===== src/rtl/hex_display_scheduler.sv =====
`default_nettype none
// +----------------------------------------------------------------------------+
// | hex_display_scheduler: pages DATA/COUNT/STATUS onto four active-low HEX     |
// | digits, selected by button, auto-advance timer or forced by LOCKUP.         |
// | Revision: 1.0                                                              |
// +----------------------------------------------------------------------------+
module hex_display_scheduler #(
  parameter int PAGE_TICKS = 50_000_000
) (
  input  logic        HCLK,
  input  logic        HRESETn,
  input  logic [15:0] DataOut,
  input  logic        DataValid,
  input  logic        LOCKUP,
  input  logic        Running,
  input  logic        PageBtn,
  input  logic        AutoMode,
  output logic [6:0]  HEX0,
  output logic [6:0]  HEX1,
  output logic [6:0]  HEX2,
  output logic [6:0]  HEX3,
  output logic [1:0]  Page
);

  localparam int TIMER_W = (PAGE_TICKS > 2) ? $clog2(PAGE_TICKS) : 1;
  localparam logic [TIMER_W-1:0] TIMER_LAST = TIMER_W'(PAGE_TICKS - 1);

  localparam logic [6:0] SEG_BLANK = 7'h7F;
  localparam logic [6:0] SEG_L     = 7'h47;
  localparam logic [6:0] SEG_R     = 7'h2F;
  localparam logic [6:0] SEG_D     = 7'h21;
  localparam logic [6:0] SEG_DASH  = 7'h3F;

  typedef enum logic [1:0] {
    PG_DATA   = 2'd0,
    PG_COUNT  = 2'd1,
    PG_STATUS = 2'd2
  } page_e;

  page_e               page_q, page_d;
  logic [TIMER_W-1:0]  timer_q, timer_d;
  logic [15:0]         latch_q, latch_d;
  logic [15:0]         count_q, count_d;
  logic                seen_q, seen_d;
  logic                btn_sync1_q, btn_sync1_d;
  logic                btn_sync2_q, btn_sync2_d;
  logic                btn_sync3_q, btn_sync3_d;
  logic [3:0][6:0]     hex_q, hex_d;
  logic                btn_pulse;
  logic                timer_expired;
  logic                advance;

  function automatic logic [6:0] hex_glyph(input logic [3:0] nib);
    case (nib)
      4'h0: return 7'h40;
      4'h1: return 7'h79;
      4'h2: return 7'h24;
      4'h3: return 7'h30;
      4'h4: return 7'h19;
      4'h5: return 7'h12;
      4'h6: return 7'h02;
      4'h7: return 7'h78;
      4'h8: return 7'h00;
      4'h9: return 7'h10;
      4'hA: return 7'h08;
      4'hB: return 7'h03;
      4'hC: return 7'h46;
      4'hD: return 7'h21;
      4'hE: return 7'h06;
      default: return 7'h0E;
    endcase
  endfunction

  // Button path: two-flop synchroniser, third flop for rising-edge detect.
  always_comb begin
    btn_sync1_d   = PageBtn;
    btn_sync2_d   = btn_sync1_q;
    btn_sync3_d   = btn_sync2_q;
    btn_pulse     = btn_sync2_q & ~btn_sync3_q;
    timer_expired = AutoMode && (timer_q == TIMER_LAST);
    advance       = btn_pulse || timer_expired;

    page_d = page_q;
    if (LOCKUP) begin
      page_d = PG_STATUS;
    end else if (advance) begin
      case (page_q)
        PG_DATA:  page_d = PG_COUNT;
        PG_COUNT: page_d = PG_STATUS;
        default:  page_d = PG_DATA;
      endcase
    end

    timer_d = timer_q;
    if (!AutoMode || (page_d != page_q)) begin
      timer_d = '0;
    end else if (!LOCKUP) begin
      timer_d = timer_q + TIMER_W'(1);
    end

    latch_d = DataValid ? DataOut : latch_q;
    count_d = DataValid ? (count_q + 16'd1) : count_q;
    seen_d  = seen_q | DataValid;
  end

  // Display is built from the registered page/data, so it lags them by one cycle.
  always_comb begin
    hex_d = {4{SEG_BLANK}};
    case (page_q)
      PG_DATA: begin
        hex_d[3] = hex_glyph(latch_q[15:12]);
        hex_d[2] = hex_glyph(latch_q[11:8]);
        hex_d[1] = hex_glyph(latch_q[7:4]);
        hex_d[0] = hex_glyph(latch_q[3:0]);
      end
      PG_COUNT: begin
        hex_d[3] = hex_glyph(count_q[15:12]);
        hex_d[2] = hex_glyph(count_q[11:8]);
        hex_d[1] = hex_glyph(count_q[7:4]);
        hex_d[0] = hex_glyph(count_q[3:0]);
      end
      PG_STATUS: begin
        hex_d[3] = LOCKUP  ? SEG_L : SEG_BLANK;
        hex_d[2] = Running ? SEG_R : SEG_BLANK;
        hex_d[1] = seen_q  ? SEG_D : SEG_BLANK;
        hex_d[0] = SEG_DASH;
      end
      default: hex_d = {4{SEG_BLANK}};
    endcase
  end

  always_ff @(posedge HCLK or negedge HRESETn) begin
    if (!HRESETn) begin
      page_q      <= PG_DATA;
      timer_q     <= '0;
      latch_q     <= '0;
      count_q     <= '0;
      seen_q      <= 1'b0;
      btn_sync1_q <= 1'b0;
      btn_sync2_q <= 1'b0;
      btn_sync3_q <= 1'b0;
      hex_q       <= {4{SEG_BLANK}};
    end else begin
      page_q      <= page_d;
      timer_q     <= timer_d;
      latch_q     <= latch_d;
      count_q     <= count_d;
      seen_q      <= seen_d;
      btn_sync1_q <= btn_sync1_d;
      btn_sync2_q <= btn_sync2_d;
      btn_sync3_q <= btn_sync3_d;
      hex_q       <= hex_d;
    end
  end

  assign HEX0 = hex_q[0];
  assign HEX1 = hex_q[1];
  assign HEX2 = hex_q[2];
  assign HEX3 = hex_q[3];
  assign Page = page_q;

endmodule
`default_nettype wire


===== config.mk =====
export PLATFORM = sky130hd
export DESIGN_NAME = hex_display_scheduler
export DESIGN_NICKNAME = d
export VERILOG_FILES = /design/src/rtl/hex_display_scheduler.sv
export SDC_FILE = /design/constraint.sdc
export NUM_CORES = 1
export LEC_CHECK = 0
export CAP_MARGIN = 20
export CORE_ASPECT_RATIO = 0.6
export CORE_MARGIN = 8
export CORE_UTILIZATION = 53
export DETAILED_ROUTE_END_ITERATION = 10
export PLACE_DENSITY = 0.77
export SLEW_MARGIN = 20
export SYNTH_ARGS = -nofsm -noshare
export SYNTH_HDL_FRONTEND = slang
export SYNTH_SLANG_ARGS = --single-unit

===== constraint.sdc =====
create_clock -name HCLK -period 1.95 [get_ports HCLK]
set_input_delay 0.4875 -clock HCLK [delete_from_list [all_inputs] [get_ports HCLK]]
set_output_delay 0.4875 -clock HCLK [all_outputs]
set_load 0.05 [all_outputs]

==> results, run 1 <==
- The flow ran to the end, and the final reports show no timing, DRC or antenna violations.
- The tree is rooted in a sky130_fd_sc_hd__clkbuf_16.
- TritonCTS built the clock tree.
- The initial antenna violation count is 0.
- The clock share of power is 32.0%.
- The TritonCTS buffer count is 9.
- The worst setup path is launched from a register.
- The repair_antennas step left the layout with diodes totalling 0.
- The average footprint of a synthesized cell is 9.22 µm².
- The pin count of the biggest net entering global routing is 37.
- The endpoint identified for the worst register-to-register timing path is timer_q[13].
- For this run, the number of Yosys warnings is 0.
- The switching power share of the total is 33.6%.
- VDD sags by at most 539 µV.
- The overall routing resource usage is 19.4%.
- Routability-driven placement finished with a final weighted congestion of 0.871.
- The number of input and output port buffers inserted is 52.
- Clock latency on the worst-skew pair, taken at its later pin, is 0.34 ns.
- The sequential element share of the synthesized area is 39.2%.
- The initial utilization of the core area, before any placement, comes to 53.5%.
- After synthesis, the netlist uses 53 different library cells.
- The sequential fraction of design power is 36.4%.
- Synthesis produced a netlist with a net count of 727.
- After detailed placement, the total cell area comes to 6760 µm².
- The worst hold margin is 0.0642 ns.
- For this design the ratio of total power to cell area is 885 nW/µm².
- Among the stages of the critical path, the cell type that occurs most often is sky130_fd_sc_hd__a41oi_1.
- The finished cells cover 7150 µm².
- The beginning of the worst register-to-register path is timer_q[7].
- In this run, the number of DRC markers left after iteration 0 of detailed routing was 505.
- The fraction of layout instances using a drive strength above 1 is 20.1%.
- Timing would allow up to 541 MHz.
- The library cells used most frequently in the layout, excluding fill and tap cells, are 67 x sky130_fd_sc_hd__nand2_1, 64 x sky130_fd_sc_hd__buf_4, 63 x sky130_fd_sc_hd__dfrtp_1.
- Of the available clock period, the critical path in the final layout requires 94.9%.
- The combinational cell fraction of total power is 31.6%.
- The count of pins over their slew limit is 0.
- Traced cell by cell, the critical path runs through nand4bb_1 > nor4_2 > a41oi_1 > buf_4 > a41oi_1 > o31ai_1.
- The flip-flop and latch count after synthesis is 92.
- In this run, synthesis inferred 0 flip-flops with an integrated enable.
- The routed layout has 4929 vias.
- Headroom to the max-slew limit came out at 65.3%.
- The remaining antenna violation count is 0.
- The tool flagged a number of max-cap violations equal to 0.
- The synthesized netlist occupies a cell area of 5970 µm².
- The path class of the tightest hold or removal check is input pin to async pin.
- The clock-pin transition on the worst setup and hold timing paths is 0.07 ns.
- The core box area is 11100 µm².
- Summed over all nets, the half-perimeter wirelength after detailed placement is 10500 µm.
- The maximum fanout along the worst path is 6.
- On the critical path the largest part of the delay comes from simple AND/OR/NAND/NOR gates.
- The share of flip-flops with an asynchronous set or reset is 100%.
- The first global-routing pass estimated 24300 µm of wire.
- Global routing finished with a remaining overflow of 0.
- The number of placement rows is 30.
- Leaving out fill and tap cells, the most frequent cell in the layout is sky130_fd_sc_hd__nand2_1.
- The final setup TNS is 0 ns.
- The number of H-tree levels is 3.
- Internal power comes to 4210 µW.
- Subtracting the final worst setup slack from the clock period gives 1.85 ns.
- The via count of the first global-routing pass is 4815.
- The worst setup path is captured at a register.
- The gate count of the mapped netlist is 647.
- For the final database, setup skew stands at 0.0105 ns.
- Before antenna repair, the detailed router went through 7 iterations.
- For this design the top-level I/O count stands at 53.
- The total buffers and inverters traversed by the critical path is 1.
- The arrival time reported for the critical path endpoint is 2.07 ns.
- The detailed-route wire length is 14200 µm.
- The count of endpoints failing hold in the final timing report came to 0.
- The width of the die is 153 µm.
- The signed area change from the synthesized netlist to the final layout is 19.9%.
- For the worst flop-to-flop path, the logic depth is 6.
- The top flip-flop cell by instance count after synthesis is sky130_fd_sc_hd__dfrtp_1.
- The setup slack on the worst flop-to-flop path is 0.10 ns.
- The total clock sinks is 92.
- The required arrival time at the worst endpoint is 2.17 ns.
- At the pin with the least slew margin, the transition time is 0.520 ns.
- Counting along the longest clock path gives a buffer depth of 2.
- The number of failing setup endpoints in the final timing report is 0.
- After the last flow step, the layout net total stands at 791.
- The analysis attributes to cell leakage a power of 0.00314 µW.
- In the routed design, unresolved DRC markers number 0.
- The floorplan step defined a die boundary enclosing 15000 µm².
- The cell at the slowest stage of the critical path is sky130_fd_sc_hd__dfrtp_1.
- After clock tree synthesis, the flow added hold-fix buffers numbering 0.
- After detailed routing, the average wire length per cell comes to 16.6 µm.
- The classification of the worst setup path is register to register.
- The analysis attributes to net switching a power of 2120 µW.
- In this design, the stage delay of the slowest critical-path cell is 0.45 ns.
- Overall power consumption after layout is estimated at 6330 µW.
- In this run the vertical extent of the chip is 98.2 µm.
- The per-cell via count in the routed design is 5.73.
-- power groups by stage --
stage / combinational [µW] / sequential (µW) / clock, µW
floorplan: 1160 / 2490 / 0
global placement: 1850 / 2320 / 0
detailed placement: 1950 / 2330 / 0
CTS: 1960 / 2300 / 2060
global route: 2200 / 2330 / 2140
finish: 2000 / 2300 / 2030
-- synthesized netlist by cell type (7+ instances only) --
master                      n  area (µm²)
sky130_fd_sc_hd__nand2_1   67         251
sky130_fd_sc_hd__dfrtp_1   64        1600
sky130_fd_sc_hd__nor2_1    58         218
sky130_fd_sc_hd__ha_1      57         713
sky130_fd_sc_hd__o21ai_0   43         215
sky130_fd_sc_hd__inv_1     31         116
sky130_fd_sc_hd__clkbuf_1  30         113
sky130_fd_sc_hd__dfstp_2   28         736
sky130_fd_sc_hd__a21oi_1   27         135
sky130_fd_sc_hd__nand2b_1  23         144
sky130_fd_sc_hd__xor2_1    22         193
sky130_fd_sc_hd__nand3_1   18        90.1
sky130_fd_sc_hd__xnor2_1   17         149
sky130_fd_sc_hd__nand4_1   15        93.8
sky130_fd_sc_hd__nor2b_1   15        93.8
sky130_fd_sc_hd__a211oi_1  12        90.1
sky130_fd_sc_hd__or2_2      9        56.3
sky130_fd_sc_hd__a211o_1    7        61.3
sky130_fd_sc_hd__mux2_2     7        78.8
sky130_fd_sc_hd__nor3_1     7        35.0
-- registers in the layout, indices dropped and copies added, names as in the netlist --
register	flops
HEX2	7
latch_q	16
Page	2
btn_sync3_q	1
count_q	16
HEX0	7
btn_sync1_q	1
timer_q	26
HEX3	7
seen_q	1
HEX1	7
btn_sync2_q	1
-- kinds of logic after synthesis --
logic type	count (synthesis)	synth area share (%)
flops	92	39.2
mux	18	4.21
xor+xnor	39	5.72
fa+ha+maj	57	12.0
simple gates	241	20.3
buf+inv	67	4.30
compound gates	133	14.3
-- repair_timing --
item	CTS	global route
pin swaps	2	0
hold endpoints to repair	0	0
resized for setup	2	5
buffers inserted	0	2
cloned	0	0
endpoints found under the setup margin	1	11
-- how the worst max path moves through the flow --
stage                           start     endpoint  cells after the start  slack (ns)
after global placement      DataValid  count_q[15]                      6       -0.34
after floorplan               Page[1]  timer_q[14]                      7        0.03
after CTS                 latch_q[13]      HEX3[3]                      7        0.03
after global routing       timer_q[7]  timer_q[13]                      6       -0.01
final                      timer_q[7]  timer_q[13]                      6        0.10
after detailed placement    DataValid  count_q[15]                      6       -0.41
-- cell type report --
class                           count  area [µm²]
Inverter                           31         116
Clock inverter                      6         111
Timing Repair Buffer               89         769
Clock buffer                       10         239
Multi-Input combinational cell    488        3400
Sequential cell                    92        2340
Tap cell                          144         180
Fill cell                         860        3990
-- per-stage QoR --
step	utilization, %	instances	setup slack, ns
2_1_floorplan	-	647	0.0282
3_3_place_gp	60.7	842	-0.345
3_5_place_dp	60.7	842	-0.413
4_1_cts	63.8	858	0.0335
5_1_grt	64.2	860	-0.0143
6_report	64.2	860	0.100
-- metal layers --
metal	global-route usage [%]	part of all wire [%]	wire length, µm	vias up
met3	4.10	5.8	821	13
li1	-	-	-	2363
met5	0	0	0	-
met1	26.8	47	6670	2371
met2	30.8	46	6610	182
met4	4.39	0.93	132	0
Power figures use the tool's default switching activity.
==> run 2: changes to the inputs <==
--- a/config.mk
+++ b/config.mk
@@ -7,7 +7,7 @@
 export LEC_CHECK = 0
 export CAP_MARGIN = 20
 export CORE_ASPECT_RATIO = 0.6
-export CORE_MARGIN = 8
+export CORE_MARGIN = 5
 export CORE_UTILIZATION = 53
 export DETAILED_ROUTE_END_ITERATION = 10
 export PLACE_DENSITY = 0.77
==> run 2 against run 1 <==
Via count decreased by 1.2%. Routed wire length decreased by 3.9%. Power decreased by 7.4%. Critical path depth unchanged. Flip-flop and latch count unchanged. Cell count decreased by 0.23%. Global-route usage increased by 1.9 points. Clock skew decreased by 0.0010 ns. Combinational power decreased by 3%. Non-clock buffer count decreased by 2. Sequential power about the same.
==> results, run 2 (synthesis results as in run 1) <==
- The detailed-route wire length is 13700 µm.
- Of all nets on the critical path, the largest fanout is 4.
- At the pin with the least slew margin, the transition time is 0.496 ns.
- In the final layout, the registers with the most flip-flops are timer_q: 26 flops, count_q: 16 flops, latch_q: 16 flops.
- The clock-pin transition on the worst setup and hold timing paths is 0.06 ns.
- Setup repair after global routing left no endpoint under its margin.
- The setup path with the least slack is of type register to register.
- The H-tree generated during clock tree synthesis spans 3 levels.
- The count of vias placed by the detailed router is 4870.
- In this run the static leakage power is 0.00309 µW.
- The placed instances occupy a cell area of 6760 µm².
- The number of clock buffers added by TritonCTS is 9.
- The number of nets in the layout is 789.
- The number of fill cells in the layout is 890.
- In the final layout, the share of cells above drive strength 1 is 19.5%.
- The cell count of the worst reg-to-reg path is 6.
- The minimum clock period is 1.88 ns.
- After routing the design area is 7050 µm².
- The wire-length estimate of the detail-placed layout is 10000 µm.
- The worst setup path is launched from a register.
- Dividing the final minimum period by the clock period gives 96.5%.
- The required arrival time at the worst endpoint is 2.20 ns.
- The flow ran to the end, and the final reports show no timing, DRC or antenna violations.
- The power per unit of standard cell area is 832 nW/µm².
- The global-route wire length before repair is 23800 µm.
- The count of placed standard cells including taps is 840.
- The clock drives 92 sinks.
- In this run the tightest slew margin relative to its limit is 66.9%.
- The register with the most flip-flops in the layout has 26 of them.
- The core box area is 11100 µm².
- STA puts the critical path data arrival time at 2.13 ns.
- Global routing finished with a remaining overflow of 0.
- Setup violations remaining at the end of the flow were counted as 0.
- After clock tree synthesis, the flow added hold-fix buffers numbering 0.
- After detailed routing, the average wire length per cell comes to 16.0 µm.
- The setup skew after layout is 0.00941 ns.
- IR analysis of the VDD net gives a maximum drop of 497 µV.
- The die height is 92.2 µm.
- The maximum buffer depth of the clock tree is 2.
- The clock root buffer is sky130_fd_sc_hd__clkbuf_16.
- The clock latency on the worst-skew pair is 0.34 ns.
- The most flop-heavy register is timer_q.
- The tightest min-delay check is of the input pin to async pin type.
- The timing-limited maximum frequency is 532 MHz.
- The violation count after the first detailed-routing iteration is 435.
- The overall die area is 13600 µm².
- The total inserted antenna cells is 0.
- The utilization of the core after routing is 63.2%.
- The top cell types in the final layout, fill and taps aside, are 67 x sky130_fd_sc_hd__nand2_1, 61 x sky130_fd_sc_hd__dfrtp_1, 61 x sky130_fd_sc_hd__buf_4.
- Buffers placed on the I/O ports in this run total 52.
- The via count of the first global-routing pass is 4738.
- The worst register-to-register path begins at latch_q[12].
- Max-cap violations in this run came to 0.
- The routability congestion estimate is 0.894.
- The critical path endpoint category is a register.
- For this configuration, the core starts out at a cell density of 53.5%.
- The pin count of the biggest net entering global routing is 58.
- Global routing used 21.4% of the available tracks.
- The sum of internal, switching and leakage power is 5860 µW.
- Compared with the post-synthesis result, the final layout area differs by 18.1%.
- 53 I/O pins were placed.
- The count of pins over their slew limit is 0.
- Leaving out filler cells and counting taps, the final layout contains 858.
- Measured along the x axis, the die boundary spans 147 µm.
- Tracing the worst setup path back leads to its startpoint at latch_q[12].
- In this run the critical register-to-register path is captured at HEX3[3].
- In this run the core area contains 30 standard-cell rows.
- The first TritonRoute pass finished after 5 iterations.
- The count of endpoints failing hold in the final timing report is 0.
- The remaining antenna violation count is 0.
- The remaining design rule violation count is 0.
- After detailed routing, the number of vias per cell comes to 5.68.
- The TritonCTS clock tree is yes.
- The setup slack on the worst flop-to-flop path is 0.07 ns.
- The initial antenna violation count is 0.
- The most frequent standard cell in the layout excluding fill and tap cells is sky130_fd_sc_hd__nand2_1.
-- run 2: cell types whose count changed in the layout (fill, tap and decap cells not counted), moves of 2 or more --
| cell | delta |
|---|---|
| sky130_fd_sc_hd__buf_4 | -3 |
| sky130_fd_sc_hd__bufinv_16 | -3 |
| sky130_fd_sc_hd__clkbuf_1 | +3 |
| sky130_fd_sc_hd__clkinv_2 | +2 |
| sky130_fd_sc_hd__dfrtp_1 | -2 |
| sky130_fd_sc_hd__dfrtp_2 | +2 |
-- run 2: area by class of cell --
| class | count | area [µm²] | area share (%) |
|---|---|---|---|
| Tap cell | 144 | 180 | 2.56 |
| Timing Repair Buffer | 87 | 767 | 10.9 |
| Inverter | 31 | 116 | 1.65 |
| Sequential cell | 92 | 2340 | 33.2 |
| Clock inverter | 3 | 15.0 | 0.213 |
| Multi-Input combinational cell | 488 | 3380 | 47.9 |
| Clock buffer | 13 | 250 | 3.55 |
-- run 2: power by group --
| group | switching (µW) | total, µW | internal [µW] |
|---|---|---|---|
| Combinational | 1160 | 1950 | 789 |
| Sequential | 190 | 2310 | 2120 |
| Clock | 711 | 1610 | 894 |
-- run 2: what timing repair did --
action | CTS | global route
resized for setup | 2 | 5
pin swaps | 1 | 1
setup endpoints to repair | 2 | 4
setup buffers | 1 | 1
-- run 2: worst max path at each step --
| stage | to | cells past startpoint |
|---|---|---|
| finish | HEX3[3] | 6 |
| global route | HEX3[3] | 7 |
| CTS | HEX3[3] | 7 |
| detailed placement | count_q[15] | 6 |
| global placement | count_q[15] | 6 |
| floorplan | timer_q[14] | 7 |
-- run 2: layer usage --
metal	vias to the layer above	wire [µm]	track usage (%)
li1	2349	-	-
met1	2369	6570	30.3
met2	138	6200	33.3
met3	14	782	5.33
met4	0	137	4.73
met5	-	0	0
-- run 2: worst max-delay path, stage by stage, from the launching register on --
cell and delay (ns):
sky130_fd_sc_hd__dfrtp_1 0.40, sky130_fd_sc_hd__buf_4 0.16, sky130_fd_sc_hd__ha_1 0.24, sky130_fd_sc_hd__mux4_2 0.47, sky130_fd_sc_hd__or2_2 0.28, sky130_fd_sc_hd__a21oi_1 0.16
sky130_fd_sc_hd__a21oi_1 0.08
-- run 2: per-stage QoR --
stage | setup TNS (ns) | setup slack [ns] | hold WS, ns
floorplan | 0 | 0.0282 | 0.192
global placement | -4.79 | -0.395 | 0.332
detailed placement | -6.09 | -0.418 | 0.336
CTS | 0 | 0.0426 | 0.0535
global route | 0 | 0.00123 | 0.0774
finish | 0 | 0.0687 | 0.0510
